File: src/rtl/riscv_if_biu_pkg.sv
// Shared types for the instruction-fetch bus interface unit.
// The parcel entry layout is the one stored in the parcel queue and presented to IF.
package riscv_state_pkg;

    localparam int unsigned BIU_XLEN        = 32;
    localparam int unsigned BIU_PARCEL_SIZE = 32;

    localparam logic [BIU_PARCEL_SIZE/16-1:0] PARCEL_VALID_ALL = '1;

    typedef struct packed {
        logic [BIU_XLEN-1:0]        pc;
        logic [BIU_PARCEL_SIZE-1:0] data;
        logic                       misaligned;
        logic                       page_fault;
    } biu_parcel_t;

endpackage

File: src/rtl/riscv_if_biu_if.sv
// Instruction memory bus: in-order word reads with request/ack and a separate response strobe.
interface riscv_if_biu_if #(
    parameter int unsigned XLEN = 32
);
    logic            mem_req;
    logic [XLEN-1:0] mem_adr;
    logic            mem_ack;
    logic            mem_rvalid;
    logic [31:0]     mem_rdata;
    logic            mem_err;

    modport master (
        output mem_req, mem_adr,
        input  mem_ack, mem_rvalid, mem_rdata, mem_err
    );

    modport slave (
        input  mem_req, mem_adr,
        output mem_ack, mem_rvalid, mem_rdata, mem_err
    );
endinterface

File: src/rtl/riscv_if_biu_queue.sv
// Synchronous FIFO with a synchronous clear; clear overrides push and pop in the same cycle.
// Callers guarantee no push when full and no pop when empty.
module riscv_if_biu_queue #(
    parameter int unsigned WIDTH = 32,
    parameter int unsigned DEPTH = 2
) (
    input  logic                   clk,
    input  logic                   rstn,
    input  logic                   clr_i,
    input  logic                   push_i,
    input  logic [WIDTH-1:0]       din_i,
    input  logic                   pop_i,
    output logic [WIDTH-1:0]       dout_o,
    output logic                   empty_o,
    output logic                   full_o,
    output logic [$clog2(DEPTH):0] count_o
);
    localparam int unsigned AW = $clog2(DEPTH);
    localparam int unsigned CW = AW + 1;

    logic [WIDTH-1:0] mem_q [DEPTH];
    logic [AW-1:0]    wptr_q, wptr_d;
    logic [AW-1:0]    rptr_q, rptr_d;
    logic [CW-1:0]    cnt_q, cnt_d;

    always_comb begin
        wptr_d = wptr_q;
        rptr_d = rptr_q;
        cnt_d  = cnt_q;
        if (clr_i) begin
            wptr_d = '0;
            rptr_d = '0;
            cnt_d  = '0;
        end else begin
            if (push_i) wptr_d = wptr_q + AW'(1);
            if (pop_i)  rptr_d = rptr_q + AW'(1);
            cnt_d = cnt_q + CW'(push_i) - CW'(pop_i);
        end
    end

    always_ff @(posedge clk or negedge rstn) begin
        if (!rstn) begin
            wptr_q <= '0;
            rptr_q <= '0;
            cnt_q  <= '0;
        end else begin
            wptr_q <= wptr_d;
            rptr_q <= rptr_d;
            cnt_q  <= cnt_d;
        end
    end

    always_ff @(posedge clk) begin
        if (push_i && !clr_i) mem_q[wptr_q] <= din_i;
    end

    assign dout_o  = mem_q[rptr_q];
    assign empty_o = (cnt_q == '0);
    assign full_o  = (cnt_q == CW'(DEPTH));
    assign count_o = cnt_q;

endmodule

File: src/rtl/riscv_if_biu.sv
// Instruction-fetch BIU: issues in-order word reads for next-PC requests and returns tagged parcels.
// inflight + parcel-queue occupancy is capped at DEPTH, so the parcel queue can never overflow.
module riscv_if_biu
    import riscv_state_pkg::*;
#(
    parameter int unsigned     XLEN        = 32,
    parameter int unsigned     PARCEL_SIZE = 32,
    parameter int unsigned     DEPTH       = 2,
    parameter logic [XLEN-1:0] PC_INIT     = 'h200
) (
    input  logic                     clk,
    input  logic                     rstn,
    input  logic [XLEN-1:0]          if_nxt_pc,
    input  logic                     if_stall,
    input  logic                     if_flush,
    output logic                     if_stall_nxt_pc,
    output logic [PARCEL_SIZE-1:0]   if_parcel,
    output logic [XLEN-1:0]          if_parcel_pc,
    output logic [PARCEL_SIZE/16-1:0] if_parcel_valid,
    output logic                     if_parcel_misaligned,
    output logic                     if_parcel_page_fault,
    riscv_if_biu_if.master           mem
);
    localparam int unsigned CW = $clog2(DEPTH) + 1;

    if (DEPTH < 2 || (DEPTH & (DEPTH - 1)) != 0 || PC_INIT[1:0] != 2'b00) begin : g_bad_cfg
        $error("riscv_if_biu: DEPTH must be a power of 2 >= 2 and PC_INIT word aligned");
    end

    logic [CW-1:0] inflight_q, inflight_d;
    logic [CW-1:0] discard_q, discard_d;
    logic [CW:0]   used;
    logic          credit, issue_ok, aligned;
    logic          accept_bus, accept_mis;
    logic          resp_v, resp_keep, resp_drop;

    logic [XLEN-1:0] pcq_dout;
    logic            pcq_empty, pcq_full;
    logic [CW-1:0]   pcq_cnt;

    biu_parcel_t   pq_din, pq_dout;
    logic          pq_push, pq_pop, pq_empty, pq_full, pq_valid, head_show;
    logic [CW-1:0] pq_cnt;

    assign used     = {1'b0, inflight_q} + {1'b0, pq_cnt};
    assign credit   = (used < (CW+1)'(DEPTH));
    assign issue_ok = rstn & credit & ~if_stall & ~if_flush;
    assign aligned  = (if_nxt_pc[1:0] == 2'b00);

    assign mem.mem_req = issue_ok & aligned;
    assign mem.mem_adr = rstn ? {if_nxt_pc[XLEN-1:2], 2'b00} : '0;

    assign accept_bus = mem.mem_req & mem.mem_ack;
    // A misaligned fetch bypasses the bus, so it waits for the bus to drain to stay in order.
    assign accept_mis = issue_ok & ~aligned & (inflight_q == '0);
    assign if_stall_nxt_pc = ~(accept_bus | accept_mis);

    // Responses with nothing outstanding (e.g. left over across a reset) are ignored.
    assign resp_v    = mem.mem_rvalid & (inflight_q != '0);
    assign resp_drop = resp_v & (discard_q != '0);
    assign resp_keep = resp_v & (discard_q == '0);

    always_comb begin
        inflight_d = inflight_q;
        discard_d  = discard_q;
        if (accept_bus) inflight_d = inflight_d + CW'(1);
        if (resp_v)     inflight_d = inflight_d - CW'(1);
        if (if_flush)       discard_d = inflight_q - CW'(resp_v);
        else if (resp_drop) discard_d = discard_q - CW'(1);
    end

    always_ff @(posedge clk or negedge rstn) begin
        if (!rstn) begin
            inflight_q <= '0;
            discard_q  <= '0;
        end else begin
            inflight_q <= inflight_d;
            discard_q  <= discard_d;
        end
    end

    riscv_if_biu_queue #(
        .WIDTH (XLEN),
        .DEPTH (DEPTH)
    ) u_pc_queue (
        .clk     (clk),
        .rstn    (rstn),
        .clr_i   (if_flush),
        .push_i  (accept_bus),
        .din_i   (if_nxt_pc),
        .pop_i   (resp_keep),
        .dout_o  (pcq_dout),
        .empty_o (pcq_empty),
        .full_o  (pcq_full),
        .count_o (pcq_cnt)
    );

    always_comb begin
        pq_din.pc         = pcq_dout;
        pq_din.data       = mem.mem_rdata;
        pq_din.misaligned = 1'b0;
        pq_din.page_fault = mem.mem_err;
        if (accept_mis) begin
            pq_din.pc         = if_nxt_pc;
            pq_din.data       = '0;
            pq_din.misaligned = 1'b1;
            pq_din.page_fault = 1'b0;
        end
    end

    assign pq_push   = resp_keep | accept_mis;
    assign pq_valid  = rstn & ~pq_empty & ~if_flush;
    assign pq_pop    = pq_valid & ~if_stall;
    assign head_show = rstn & ~pq_empty;

    riscv_if_biu_queue #(
        .WIDTH ($bits(biu_parcel_t)),
        .DEPTH (DEPTH)
    ) u_parcel_queue (
        .clk     (clk),
        .rstn    (rstn),
        .clr_i   (if_flush),
        .push_i  (pq_push),
        .din_i   (pq_din),
        .pop_i   (pq_pop),
        .dout_o  (pq_dout),
        .empty_o (pq_empty),
        .full_o  (pq_full),
        .count_o (pq_cnt)
    );

    assign if_parcel_valid      = pq_valid ? PARCEL_VALID_ALL : '0;
    assign if_parcel            = head_show ? pq_dout.data : '0;
    assign if_parcel_pc         = head_show ? pq_dout.pc : '0;
    assign if_parcel_misaligned = head_show & pq_dout.misaligned;
    assign if_parcel_page_fault = head_show & pq_dout.page_fault;

    a_pq_no_overflow: assert property (@(posedge clk) disable iff (!rstn)
        !(pq_push && pq_full && !if_flush));
    a_pcq_no_overflow: assert property (@(posedge clk) disable iff (!rstn)
        !(accept_bus && pcq_full && !if_flush));
    a_pcq_has_tag: assert property (@(posedge clk) disable iff (!rstn)
        !(resp_keep && pcq_empty));
    a_pcq_tracks_live: assert property (@(posedge clk) disable iff (!rstn)
        pcq_cnt == inflight_q - discard_q);

endmodule

File: src/flat_wrapper.sv
// flat-port wrapper written by rule: the top's interface ports become plain ports
module riscv_if_biu_flat import riscv_state_pkg::*;
#(
    parameter int unsigned     XLEN        = 32,
    parameter int unsigned     PARCEL_SIZE = 32,
    parameter int unsigned     DEPTH       = 2,
    parameter logic [XLEN-1:0] PC_INIT     = 'h200
)
  (clk, rstn, if_nxt_pc, if_stall, if_flush, if_stall_nxt_pc, if_parcel, if_parcel_pc, if_parcel_valid, if_parcel_misaligned, if_parcel_page_fault, mem_mem_req, mem_mem_adr, mem_mem_ack, mem_mem_rvalid, mem_mem_rdata, mem_mem_err);
  riscv_if_biu_if #(.XLEN(XLEN)) mem_i ();
  input  logic clk;
  input  logic rstn;
  input  logic [XLEN-1:0] if_nxt_pc;
  input  logic if_stall;
  input  logic if_flush;
  output logic if_stall_nxt_pc;
  output logic [PARCEL_SIZE-1:0] if_parcel;
  output logic [XLEN-1:0] if_parcel_pc;
  output logic [PARCEL_SIZE/16-1:0] if_parcel_valid;
  output logic if_parcel_misaligned;
  output logic if_parcel_page_fault;
  output wire logic [$bits(mem_i.mem_req)-1:0] mem_mem_req;
  output wire logic [$bits(mem_i.mem_adr)-1:0] mem_mem_adr;
  input wire logic [$bits(mem_i.mem_ack)-1:0] mem_mem_ack;
  input wire logic [$bits(mem_i.mem_rvalid)-1:0] mem_mem_rvalid;
  input wire logic [$bits(mem_i.mem_rdata)-1:0] mem_mem_rdata;
  input wire logic [$bits(mem_i.mem_err)-1:0] mem_mem_err;
  assign mem_mem_req = mem_i.mem_req;
  assign mem_mem_adr = mem_i.mem_adr;
  assign mem_i.mem_ack = mem_mem_ack;
  assign mem_i.mem_rvalid = mem_mem_rvalid;
  assign mem_i.mem_rdata = mem_mem_rdata;
  assign mem_i.mem_err = mem_mem_err;
  riscv_if_biu #(.XLEN(XLEN), .PARCEL_SIZE(PARCEL_SIZE), .DEPTH(DEPTH), .PC_INIT(PC_INIT)) u_core (.clk(clk), .rstn(rstn), .if_nxt_pc(if_nxt_pc), .if_stall(if_stall), .if_flush(if_flush), .if_stall_nxt_pc(if_stall_nxt_pc), .if_parcel(if_parcel), .if_parcel_pc(if_parcel_pc), .if_parcel_valid(if_parcel_valid), .if_parcel_misaligned(if_parcel_misaligned), .if_parcel_page_fault(if_parcel_page_fault), .mem(mem_i));
endmodule
File: config.mk
export PLATFORM = sky130hd
export DESIGN_NAME = riscv_if_biu_flat
export DESIGN_NICKNAME = d
export VERILOG_FILES = /design/src/rtl/riscv_if_biu_pkg.sv /design/src/rtl/riscv_if_biu_if.sv /design/src/rtl/riscv_if_biu_queue.sv /design/src/rtl/riscv_if_biu.sv /design/src/flat_wrapper.sv
export SDC_FILE = /design/constraint.sdc
export NUM_CORES = 1
export LEC_CHECK = 0
export BUFFER_PORTS_ARGS = -buffer_cell sky130_fd_sc_hd__buf_2
export CORE_AREA = 2 2 161 124
export CTS_CLUSTER_DIAMETER = 40
export DETAILED_ROUTE_END_ITERATION = 10
export DIE_AREA = 0 0 163 126
export GPL_TIMING_DRIVEN = 1
export PLACE_DENSITY_LB_ADDON = 0.3
export SYNTH_ARGS = -nofsm -noshare
export SYNTH_HDL_FRONTEND = slang
export SYNTH_HIERARCHICAL = 1
export SYNTH_SLANG_ARGS = --single-unit
File: constraint.sdc
create_clock -name clk -period 23 [get_ports clk]
set_clock_uncertainty 0.2 [all_clocks]
set_input_delay 2.3 -clock clk [delete_from_list [all_inputs] [get_ports clk]]
set_output_delay 2.3 -clock clk [all_outputs]
set_load 0.05 [all_outputs]
==> impl_metrics.yaml, run 1 <==
status:
  status: "complete, no violations"
die:
  die_w_um: 163
  dieArea_um2: 20500
  dieHeight_um: 126
  rows: 44
  design.core.area_um2: 19000
  initial_core_util_pct: 49.5
  ios: 173
placed_design:
  port_buffers: 170
  dp_hpwl_um: 10400
  routabilityCongestion: 0.724
  place_area_um2: 10300
cells_and_area:
  design_area_um2: 11200
  areaGrowthSynthToFinish_pct: 19.4
  drive_above_1_share_pct: 46.9
  multi_input_area_um2: 2990
  fin_nets: 811
  regArea_um2: 6140
  fillers: 1487
  final_util_pct: 59.1
worst_setup_path:
  slowest_delay_ps: 1100
  startpoint: "rstn"
  path_class: "primary input to output pin"
  worstReg2RegStart: "u_core/inflight_q[0]"
  critPathLaunchType: "primary input"
  crit_arrival_ps: 4580
  cp_cell_sequence: "buf_2 > nor2b_4 > and2_1 > buf_2"
  cpMostUsedCell: "buf_2"
  cpMaxStageDelayCell: "nor2b_4"
  endpoint_kind: "output pin"
  cp.required_ps: 20500
  worst-path-max-fanout: 66
cts:
  cts_resized: 0
  cts_sinks: 206
  clk_path_buf_depth: 3
  h-tree-depth: 1
  clk_pin_slew_ps: 50
  clock_latency_ps: 510
  cts_root_buf: "clkbuf_16"
  cts_buffers: 27
  cts_tree: "built"
  post_cts_buffers: 0
  hold_buffers: 0
global_route:
  grt_remaining_overflow: 0
  grtUsageTotal_pct: 16.7
  antenna_found_initial: 0
  grt_pass1_vias: 5251
  grt_max_degree: 68
  grt_pass1_wl_um: 27100
sta:
  max_freq_mhz: 141
  finalCritPeriodShare_pct: 30.8
  grt_setup_unrepaired: "false"
  period_needed_ps: 7080
  hold_viol: 0
  setup_viol: 0
  relSlewSlack_pct: 19.3
  slew_viol_final: 0
  worst_pin_slew_ps: 1210
  finalSetupTns_ps: 0
drt:
  vias_per_cell: 5.00
  wire_per_inst_um: 17.2
  drt-initial-drc-count: 272
  drt_first_pass_iters: 4
  drc: 0
  ant_nets: 0
  finalWirelength_um: 17300
  num_vias: 5038
power_and_ir_drop:
  combPwrFrac_pct: 21.9
  power_density_nw_per_um2: 99.5
  power.leakage_nw: 4.40
  sw_frac_of_total_pct: 29.3
  seq_power_share_pct: 41.7
  clockPowerShare_pct: 36.4
  intPower_uw: 791
  netSwitchingPower_uw: 327
  vdd_drop_max_mv: 0.0597
synthesis:
  avgSynthCellArea_um2: 16.7
  synth_cells: 564
  ys_warn_count: 6
  syn-cell-area_um2: 9400
hold_path:
  hold_class: "flop to flop"
  worstHoldStart: "u_core/discard_q[1]"
job:
  maxCapViolCount: 0
[registers in the layout, summed over array words and instances (netlist names)]
register,cells
u_core/u_pc_queue/wptr_q,1
u_core/discard_q,2
u_core/u_pc_queue/mem_q,64
u_core/u_parcel_queue/rptr_q,1
u_core/u_pc_queue/rptr_q,1
u_core/inflight_q,2
u_core/u_parcel_queue/mem_q,132
u_core/u_parcel_queue/count_o,2
u_core/u_parcel_queue/wptr_q,1
[final timing paths]
kind	end	slack [ps]	cells after the start
worst max-delay path	if_parcel_pc[2]	15920	4
min in group asynchronous	u_core/discard_q[1]	1670	1
worst min-delay path	u_core/discard_q[1]	390	2
worst max register to register	u_core/u_parcel_queue/mem_q[0][2]	18260	7
max in group asynchronous	u_core/u_parcel_queue/rptr_q	20360	1
worst min register to register	u_core/discard_q[1]	390	2
[per-layer routing]
metal	wire length [um]	GRT usage, %	vias to the layer above	part of all wire [%]
li1	-	-	2391	-
met4	307	3.96	0	1.8
met3	737	2.90	28	4.3
met5	0	0	-	0
met2	8600	29.4	115	50
met1	7670	21.8	2504	44
[per-stage QoR]
step                instances  power [mW]  worst slack (ps)  hold slack, ps
global route             1006        1.16             15660             411
finish                   1007        1.12             15920             389
CTS                      1006        1.13             15860             396
floorplan                 565       0.673             14300             317
detailed placement        958       0.721             15850             379
global placement          958       0.713             15870             346
[critical path, delay by kind of cell]
family        cells  cell delay (ps)
buf+inv           2              860
simple gates      2             1380
[layout make-up]
cell class	count	area share (%)
antenna	1	0.0223
clock buffer	30	6.12
clock inverter	18	1.87
inverter	6	0.201
multi-input combinational	321	26.6
sequential	206	54.7
tap	253	2.82
timing repair buffer	172	7.71
[power groups by stage]
stage                     Combinational (mW)  Clock [mW]  Sequential, mW
after detailed placement               0.246           0           0.474
after global routing                   0.262       0.433           0.469
final                                  0.245       0.407           0.466
after CTS                              0.247       0.415           0.467
after global placement                 0.241           0           0.472
after floorplan                        0.214           0           0.459
[cells in the final DEF, fill, tap and decap left out, types with 5 or more instances in the layout]
master	instances
edfxtp_1	196
buf_2	170
and2_1	98
mux2_2	66
mux2_4	59
nor2b_1	35
clkbuf_16	27
nor2_1	11
xnor2_1	8
dfrtp_1	8
inv_1	6
clkinv_4	5
ha_1	5
Power figures use the tool's default switching activity.
==> run 2, diff against run 1 <==
clock period = 6.8 ns   (was 23 ns; I/O delays follow)
==> impl_metrics.yaml, run 2 (synthesis gave the netlist of run 1 again) <==
status:
  status: "complete, no violations"
worst_setup_path:
  endpoint_kind: "flop"
  cpMaxStageDelayCell: "nor3b_4"
  crit_arrival_ps: 4580
  ff2ff_setup_slack_ps: 2190
  cpMostUsedCell: "nor3b_4"
  path_class: "flop to flop"
  path_buf_inv: 1
  rr_worst_depth: 7
  cp_cell_sequence: "and2_1 > fa_1 > nor3b_4 > and3_4 > or2_2 > nor3b_4 > buf_4"
  cp.required_ps: 6770
  worstSetupPathDepth: 7
  worst-path-max-fanout: 66
  slowest_delay_ps: 1020
  critPathLaunchType: "flop"
  cp_top_family: "simple AND/OR/NAND/NOR gates"
power_and_ir_drop:
  power_density_nw_per_um2: 348
  p_total_mw: 3.95
  intPower_mw: 2.83
  power.leakage_nw: 4.47
  combPwrFrac_pct: 21.1
  clockPowerShare_pct: 39.0
  sw_frac_of_total_pct: 28.3
  seq_power_share_pct: 39.8
  vdd_drop_max_mv: 0.185
  netSwitchingPower_mw: 1.12
global_route:
  grtUsageTotal_pct: 16.5
  grt_pass1_vias: 5068
  grt_max_degree: 68
  antenna_found_initial: 0
  grt_pass1_wl_um: 26400
  grt_remaining_overflow: 0
die:
  dieArea_um2: 20500
  rows: 44
  design.core.area_um2: 19000
  initial_core_util_pct: 49.5
  ios: 173
  die_w_um: 163
  dieHeight_um: 126
cts:
  clk_pin_slew_ps: 50
  cts_buffers: 28
  clk_path_buf_depth: 3
  cts_sinks: 206
  cts_resized: 0
  clock_latency_ps: 520
  cts_tree: "built"
  post_cts_buffers: 0
  h-tree-depth: 1
  cts_root_buf: "clkbuf_16"
  hold_buffers: 0
drt:
  vias_per_cell: 4.95
  finalWirelength_um: 17400
  ant_nets: 0
  drt_first_pass_iters: 4
  drc: 0
  num_vias: 5011
  drt-initial-drc-count: 238
  wire_per_inst_um: 17.2
sta:
  finalSetupTns_ps: 0
  grt_setup_unrepaired: "false"
  worst_pin_slew_ps: 1270
  finalCritPeriodShare_pct: 67.7
  setup_viol: 0
  relSlewSlack_pct: 14.9
  hold_viol: 0
  slew_viol_final: 0
  period_needed_ps: 4610
  max_freq_mhz: 217
cells_and_area:
  largest_register_ff_count: 132
  layout_commonest_cell: "edfxtp_1"
  final_cell_count_no_fill: 1012
  final_util_pct: 59.8
  design_area_um2: 11400
  regMostFlops: "u_core/u_parcel_queue/mem_q"
  areaGrowthSynthToFinish_pct: 20.9
  final_cell_mix: "196 x edfxtp_1, 170 x buf_2, 98 x and2_1"
  reg_top3: "u_core/u_parcel_queue/mem_q (132), u_core/u_pc_queue/mem_q (64)"
  fin_nets: 814
  insertedDiodeCount: 0
  drive_above_1_share_pct: 47.3
placed_design:
  place_area_um2: 10400
  routabilityCongestion: 0.717
  placedCellCount: 960
  port_buffers: 170
  dp_hpwl_um: 10600
hold_path:
  hold_class: "primary input to asynchronous set/reset pin"
job:
  maxCapViolCount: 0
[run 2: cell count changes in the layout (fill, tap and decap cells not counted), moves of 2 or more]
cell / previous run / this run
inv_8: 2 / 0
clkinv_2: 1 / 4
buf_4: 2 / 4
bufinv_16: 3 / 6
clkinv_4: 5 / 3
clkbuf_16: 27 / 29
[run 2: metal layers]
layer,share of wire [%],vias up,global-route usage [%]
li1,-,2395,-
met1,44,2482,21.9
met2,49,114,28.2
met3,4.9,20,3.23
met4,1.5,0,3.96
met5,0,-,0
[run 2: area by class of cell]
class                   count  area (um^2)
fillers                  1475         7630
clock inverters            21          279
inverters                   6         22.5
repair buffers            174          881
clock buffers              31          733
flip-flops and latches    206         6140
multi-input cells         321         2990
well taps                 253          317
[run 2: final timing paths]
path | start | end
min in group clk | if_nxt_pc[22] | u_core/u_pc_queue/mem_q[0][22]
worst min-delay path | rstn | u_core/discard_q[0]
worst max register to register | u_core/inflight_q[0] | u_core/u_parcel_queue/mem_q[0][17]
worst min register to register | u_core/discard_q[1] | u_core/discard_q[1]
max in group asynchronous | rstn | u_core/u_parcel_queue/rptr_q
worst max-delay path | u_core/inflight_q[0] | u_core/u_parcel_queue/mem_q[0][17]
[run 2: power groups by stage]
stage | combinational, mW | sequential (mW) | clock [mW]
6_report | 0.834 | 1.57 | 1.54
5_1_grt | 0.896 | 1.58 | 1.63
4_1_cts | 0.843 | 1.58 | 1.57
3_5_place_dp | 0.838 | 1.60 | 0
3_3_place_gp | 0.820 | 1.59 | 0
2_1_floorplan | 0.724 | 1.55 | 0
[run 2: stage by stage]
step           hold slack (ps)  worst slack (ps)
2_1_floorplan              184              1680
3_3_place_gp               346              1940
3_5_place_dp               373              1830
4_1_cts                   38.7              2160
5_1_grt                   83.1              1860
6_report                  27.8              2190
